[src/rtl/alu_pkg.sv]
// Shared opcodes, widths, error codes and sequencer state encoding for the matrix alu front-end.
package alu_pkg;

    localparam logic [2:0] OP_NOP    = 3'b000;
    localparam logic [2:0] OP_ADD    = 3'b001;
    localparam logic [2:0] OP_SUB    = 3'b010;
    localparam logic [2:0] OP_MUL    = 3'b011;
    localparam logic [2:0] OP_OPP    = 3'b100;
    localparam logic [2:0] OP_TRANS  = 3'b101;
    localparam logic [2:0] OP_SCALAR = 3'b110;
    localparam logic [2:0] OP_DET    = 3'b111;

    localparam int unsigned ELEM_W = 8;
    localparam int unsigned MAX_N  = 5;
    localparam int unsigned MAT_W  = ELEM_W * MAX_N * MAX_N;

    localparam logic [1:0] ERR_OK  = 2'b00;
    localparam logic [1:0] ERR_CMD = 2'b01;
    localparam logic [1:0] ERR_TMO = 2'b10;

    typedef enum logic [1:0] {
        IDLE = 2'd0,
        EXEC = 2'd1,
        RESP = 2'd2
    } state_t;

endpackage

[src/rtl/matrix_size_mask.sv]
// Zeroes every element of a MAX_N x MAX_N byte matrix whose row or column lies at or beyond n.
module matrix_size_mask
    import alu_pkg::*;
(
    input  logic [2:0]       size,
    input  logic [MAT_W-1:0] matrix_in,
    output logic [MAT_W-1:0] matrix_out
);

    always_comb begin
        matrix_out = '0;
        for (int unsigned r = 0; r < MAX_N; r++) begin
            for (int unsigned c = 0; c < MAX_N; c++) begin
                if (r < 32'(size) && c < 32'(size)) begin
                    matrix_out[(r*MAX_N+c)*ELEM_W +: ELEM_W] = matrix_in[(r*MAX_N+c)*ELEM_W +: ELEM_W];
                end
            end
        end
    end

endmodule

[src/rtl/alu_cmd_sequencer.sv]
// Command front-end for the matrix alu: one command in, one alu operation, one registered response out.
// Optional determinant abort on a stuck alu is enabled with `define ALU_SEQ_TIMEOUT_EN.
module alu_cmd_sequencer
    import alu_pkg::*;
#(
    parameter int unsigned ALU_LAT        = 1,
    parameter int unsigned TIMEOUT_CYCLES = 64,
    parameter int unsigned CNT_W          = 7
) (
    input  logic             clock,
    input  logic             reset,
    input  logic             cmd_valid,
    output logic             cmd_ready,
    input  logic [2:0]       cmd_opcode,
    input  logic [2:0]       cmd_size,
    input  logic [7:0]       cmd_scalar,
    input  logic [MAT_W-1:0] cmd_a,
    input  logic [MAT_W-1:0] cmd_b,
    output logic             rsp_valid,
    input  logic             rsp_ready,
    output logic [MAT_W-1:0] rsp_matrix,
    output logic [7:0]       rsp_number,
    output logic             rsp_overflow,
    output logic [1:0]       rsp_error,
    output logic             busy,
    output logic [MAT_W-1:0] alu_A_flat,
    output logic [MAT_W-1:0] alu_B_flat,
    output logic [7:0]       alu_scalar,
    output logic [2:0]       alu_matrix_size,
    output logic [2:0]       alu_opcode,
    input  logic [MAT_W-1:0] alu_C_flat,
    input  logic [7:0]       alu_number,
    input  logic             alu_overflow,
    input  logic             alu_done
);

    state_t           state_q, state_d;
    logic [CNT_W-1:0] cnt_q, cnt_d;
    logic [2:0]       op_q;
    logic             cmd_legal;
    logic             accept, cap_res, cap_det, cap_tmo;
    logic [MAT_W-1:0] c_masked;

    assign cmd_legal = (cmd_opcode != OP_NOP) && (cmd_size >= 3'd2) && (cmd_size <= 3'd5);
    assign busy      = (state_q != IDLE);

    matrix_size_mask u_mask (
        .size       (alu_matrix_size),
        .matrix_in  (alu_C_flat),
        .matrix_out (c_masked)
    );

    always_ff @(posedge clock) begin
        if (reset) begin
            state_q <= IDLE;
            cnt_q   <= '0;
        end else begin
            state_q <= state_d;
            cnt_q   <= cnt_d;
        end
    end

    always_comb begin
        state_d    = state_q;
        cnt_d      = cnt_q;
        accept     = 1'b0;
        cap_res    = 1'b0;
        cap_det    = 1'b0;
        cap_tmo    = 1'b0;
        cmd_ready  = 1'b0;
        rsp_valid  = 1'b0;
        alu_opcode = OP_NOP;
        case (state_q)
            IDLE: begin
                cmd_ready = 1'b1;
                if (cmd_valid) begin
                    accept  = 1'b1;
                    cnt_d   = '0;
                    state_d = cmd_legal ? EXEC : RESP;
                end
            end
            EXEC: begin
                alu_opcode = op_q;
                if (cnt_q != '1) cnt_d = cnt_q + 1'b1;
                if (op_q == OP_DET) begin
                    // done seen in the first EXEC cycle belongs to the previous determinant
                    if (alu_done && cnt_q != '0) begin
                        cap_det = 1'b1;
                        state_d = RESP;
                    end
`ifdef ALU_SEQ_TIMEOUT_EN
                    else if (cnt_q == CNT_W'(TIMEOUT_CYCLES - 1)) begin
                        cap_tmo = 1'b1;
                        state_d = RESP;
                    end
`endif
                end else if (cnt_q == CNT_W'(ALU_LAT - 1)) begin
                    cap_res = 1'b1;
                    state_d = RESP;
                end
            end
            RESP: begin
                rsp_valid = 1'b1;
                if (rsp_ready) state_d = IDLE;
            end
            default: state_d = IDLE;
        endcase
    end

    always_ff @(posedge clock) begin
        if (reset) begin
            op_q            <= OP_NOP;
            alu_matrix_size <= '0;
            alu_scalar      <= '0;
            alu_A_flat      <= '0;
            alu_B_flat      <= '0;
            rsp_matrix      <= '0;
            rsp_number      <= '0;
            rsp_overflow    <= 1'b0;
            rsp_error       <= ERR_OK;
        end else begin
            if (accept) begin
                op_q            <= cmd_opcode;
                alu_matrix_size <= cmd_size;
                alu_scalar      <= cmd_scalar;
                alu_A_flat      <= cmd_a;
                alu_B_flat      <= cmd_b;
                if (!cmd_legal) begin
                    rsp_matrix   <= '0;
                    rsp_number   <= '0;
                    rsp_overflow <= 1'b0;
                    rsp_error    <= ERR_CMD;
                end
            end
            if (cap_res) begin
                rsp_matrix   <= c_masked;
                rsp_number   <= '0;
                rsp_overflow <= alu_overflow && (op_q != OP_OPP) && (op_q != OP_TRANS);
                rsp_error    <= ERR_OK;
            end
            if (cap_det) begin
                rsp_matrix   <= '0;
                rsp_number   <= alu_number;
                rsp_overflow <= alu_overflow;
                rsp_error    <= ERR_OK;
            end
            if (cap_tmo) begin
                rsp_matrix   <= '0;
                rsp_number   <= '0;
                rsp_overflow <= 1'b0;
                rsp_error    <= ERR_TMO;
            end
        end
    end

endmodule
[config.mk]
export PLATFORM = sky130hd
export DESIGN_NAME = alu_cmd_sequencer
export DESIGN_NICKNAME = d
export VERILOG_FILES = /design/src/rtl/alu_pkg.sv /design/src/rtl/matrix_size_mask.sv /design/src/rtl/alu_cmd_sequencer.sv
export SDC_FILE = /design/constraint.sdc
export NUM_CORES = 1
export LEC_CHECK = 0
export CORE_AREA = 5 5 483 485
export CTS_BUF_LIST = sky130_fd_sc_hd__clkbuf_8 sky130_fd_sc_hd__clkbuf_16
export DETAILED_ROUTE_END_ITERATION = 7
export DIE_AREA = 0 0 488 490
export PLACE_DENSITY = 0.3
export SYNTH_ARGS = -nofsm -noshare
export SYNTH_HDL_FRONTEND = slang
export SYNTH_SLANG_ARGS = --single-unit
[constraint.sdc]
create_clock -name clock -period 1.85 [get_ports clock]
set_clock_uncertainty 0.05 [all_clocks]
set_input_delay 0.555 -clock clock [delete_from_list [all_inputs] [get_ports clock]]
set_output_delay 0.555 -clock clock [all_outputs]
set_load 0.05 [all_outputs]
==> flow_summary.toml <==
[run_status]
status = "finished, violations left"
failed_checks = "negative setup slack"

[floorplanning]
rows = 176
core-area_um2 = 229000
die_h_um = 490
initial_core_util_pct = 9.20
dieWidth_um = 488
ios = 1256
die-area_um2 = 239000

[synthesis]
yosysMostFrequentCell = "nand2_1"
yosysTopAreaCell = "dfxtp_1"
yosys_warnings = 0
ys_ff_latch = 633
synth-compound-area-share_pct = 19.2
synth_top_flop_cell = "dfxtp_1"
synthMuxAreaShare_pct = 0
syn_area_um2 = 21100
synth.area.top_cells = "dfxtp_1 (60%), nand2_1 (15%), a21oi_1 (9.9%), a22o_1 (8.7%), clkbuf_1 (2.5%)"
yosys.area_share.simple_pct = 16.3
yosysSeqAreaShare_pct = 60.2
synth_cells = 2357
synth_edf_count = 0
synthAdderAreaFrac_pct = 0.119
synth_top_family_by_area = "compound AO/OA/AOI/OAI gates"
yosysTopAreaCellShare_pct = 60.2
synthTopCellsByCount = "nand2_1 (833), dfxtp_1 (633), a21oi_1 (417)"
post_synth_num_cell_types = 41
async_flop_share_pct = 0
syn_avg_cell_area_um2 = 8.93
synth-xor-area-share_pct = 0.0832
syn_nets = 2987

[layout]
nets = 4364
drive_gt1_share_pct = 27.3
utilization_pct = 20.3
syn_to_final_growth_pct = 120

[route]
dr.pass1.iters = 4
totalWireLength_um = 177000
ant_nets = 0
vias = 23100
drt_first_iter_violations = 939
wire_per_inst_um = 25.8
viasPerCell = 3.36
drc_errors = 0

[sta]
rsz0062_at_grt = "yes"
hold_viol_final = 0
finalSetupTns_ns = -152.70
max_slew_margin_pct = 52.4
fin_crit_sh_pct = 134
clock.fmax_ghz = 0.404
slew_viol_final = 0
setup_viol = 873
worstMarginPinSlew_ns = 0.714
hold_ws_ns = 0.195
period_needed_ns = 2.48
worst_slack_ns = -0.626

[worst_setup_path]
r2r_slack_ns = -0.45
cp-end-kind = "primary output"
path_class = "reg -> out"
cp.required_ns = 1.24
cp_num_buf_inv = 4
critPathArrivalTime_ns = 1.87
crit_chain = "buf_8 > nor2_4 > buf_12 > clkinvlp_4 > buf_12"
crit_fanout = 4
critPathMaxStageDelay_ns = 0.37
crit_family = "buffers and inverters"
crit_slowest_cell = "dfxtp_4"
startpoint_type = "flop"
crit_top_cell = "buf_12"

[cts]
cts_buffers = 88
cts_tree = "done"
clkTransAtPathRegs_ns = 0.06
cts-root-buf = "clkbuf_16"
insertion_delay_ns = 0.70
clock_sinks = 633
cts_hold_buf = 0
cts_buffer_depth = 3
htreeDepth = 3

[pwr]
total_power_uw = 43200
power.leakage_uw = 0.0179
peakVddDrop_uv = 651
p_per_area_nw_per_um2 = 931

[placement]
place_congestion = 0.767
place_hpwl_um = 138000
port_buffers = 1254
detailedPlace.worstSlack_ns = -1.33

[global_routing]
grt_usage_pct = 14.0
antenna_found_initial = 128
grt_pass1_wl_um = 227000
grt_pass1_vias = 23600
grt_max_degree = 103
grt_overflow_total = 0

[hold_path]
hold_path_class = "in -> reg"

[job]
maxCapViolations = 0
report_power, final:
part           internal, uW  total, uW  leakage (uW)  switching (uW)
clock network         10600      17700       0.00154            7160
logic                  4700      10400        0.0112            5700
registers             14400      15000       0.00517             663
total                 29600      43200        0.0179           13500
placed cells by master, fill, tap and decap left out, drive strengths merged, types with 3 or more instances in the layout:
cell	netlist	final
a21oi	417	417
a22o	208	208
a31oi	4	4
and2	4	4
and3	5	5
and4	3	3
buf	43	831
bufbuf	0	6
bufinv	0	8
clkbuf	143	117
clkdlybuf4s50	0	626
clkinv	0	10
dfxtp	633	633
diode	0	32
inv	5	31
nand2	833	833
nand2b	6	6
nand3	8	8
nand4	4	4
nor2	10	10
nor3	6	6
o2111a	2	3
area by class of cell:
type	instances	area, um^2
diodes	32	80.1
multi-input cells	1534	7800
flip-flops and latches	633	12700
repair buffers	1472	19000
clock buffers	108	2490
well taps	3026	3790
fillers	25100	182000
clock inverters	46	469
inverters	5	22.5
layer usage:
metal,up-vias,track usage (%),share of wire (%),routed length [um]
met5,-,0.564,0.60,1060
met4,142,4.30,3.0,5240
met3,312,8.64,13,22600
met2,1035,23.1,47,82200
met1,10800,14.8,37,65400
li1,10800,-,-,-
final timing paths:
path / startpoint / end / cells past startpoint
worst max-delay path: state_q[1]$_SDFFE_PP0P_ / busy / 5
worst min-delay path: reset / state_q[1]$_SDFFE_PP0P_ / 3
worst max register to register: state_q[0]$_SDFFE_PP0P_ / rsp_matrix[50]$_SDFFE_PP0P_ / 10
worst min register to register: alu_A_flat[151]$_SDFFE_PP0P_ / alu_A_flat[151]$_SDFFE_PP0P_ / 2
flip-flops by register name, indices dropped and copies added, names as in the netlist:
| name | count |
|---|---|
| alu_matrix_size | 3 |
| cnt_q | 7 |
| rsp_number | 8 |
| alu_B_flat | 200 |
| rsp_matrix | 200 |
| state_q | 2 |
| op_q | 3 |
| alu_scalar | 8 |
| rsp_overflow | 1 |
| rsp_error | 1 |
| alu_A_flat | 200 |
worst reg2reg max path, delay by kind of cell, from the launching register on:
| kind | cells | cell delay [ns] |
|---|---|---|
| compound gates | 3 | 0.54 |
| buf+inv | 6 | 0.98 |
| flops | 1 | 0.38 |
| simple gates | 1 | 0.23 |
through the flow:
stage	instances	cell area [um^2]
after floorplan	2357	21100
after global placement	6592	41400
after detailed placement	6592	41400
after CTS	6785	45400
after global routing	6829	46300
final	6856	46400
repair_timing:
item                       in CTS  in global routing
resized for setup              64                 82
pin swaps                       5                 27
setup endpoints to repair    1254               1250
buffers inserted               19                 29
gates cloned                   24                 15
kinds of logic after synthesis:
family / after synthesis
and+or+nand+nor: 886
AOI/OAI and AO/OA: 642
DFF: 633
buffers and inverters: 191
xor gates and xnor gates: 2
adders and majority gates: 2
other: 1
Note: power is estimated with default switching activity, not from simulation.
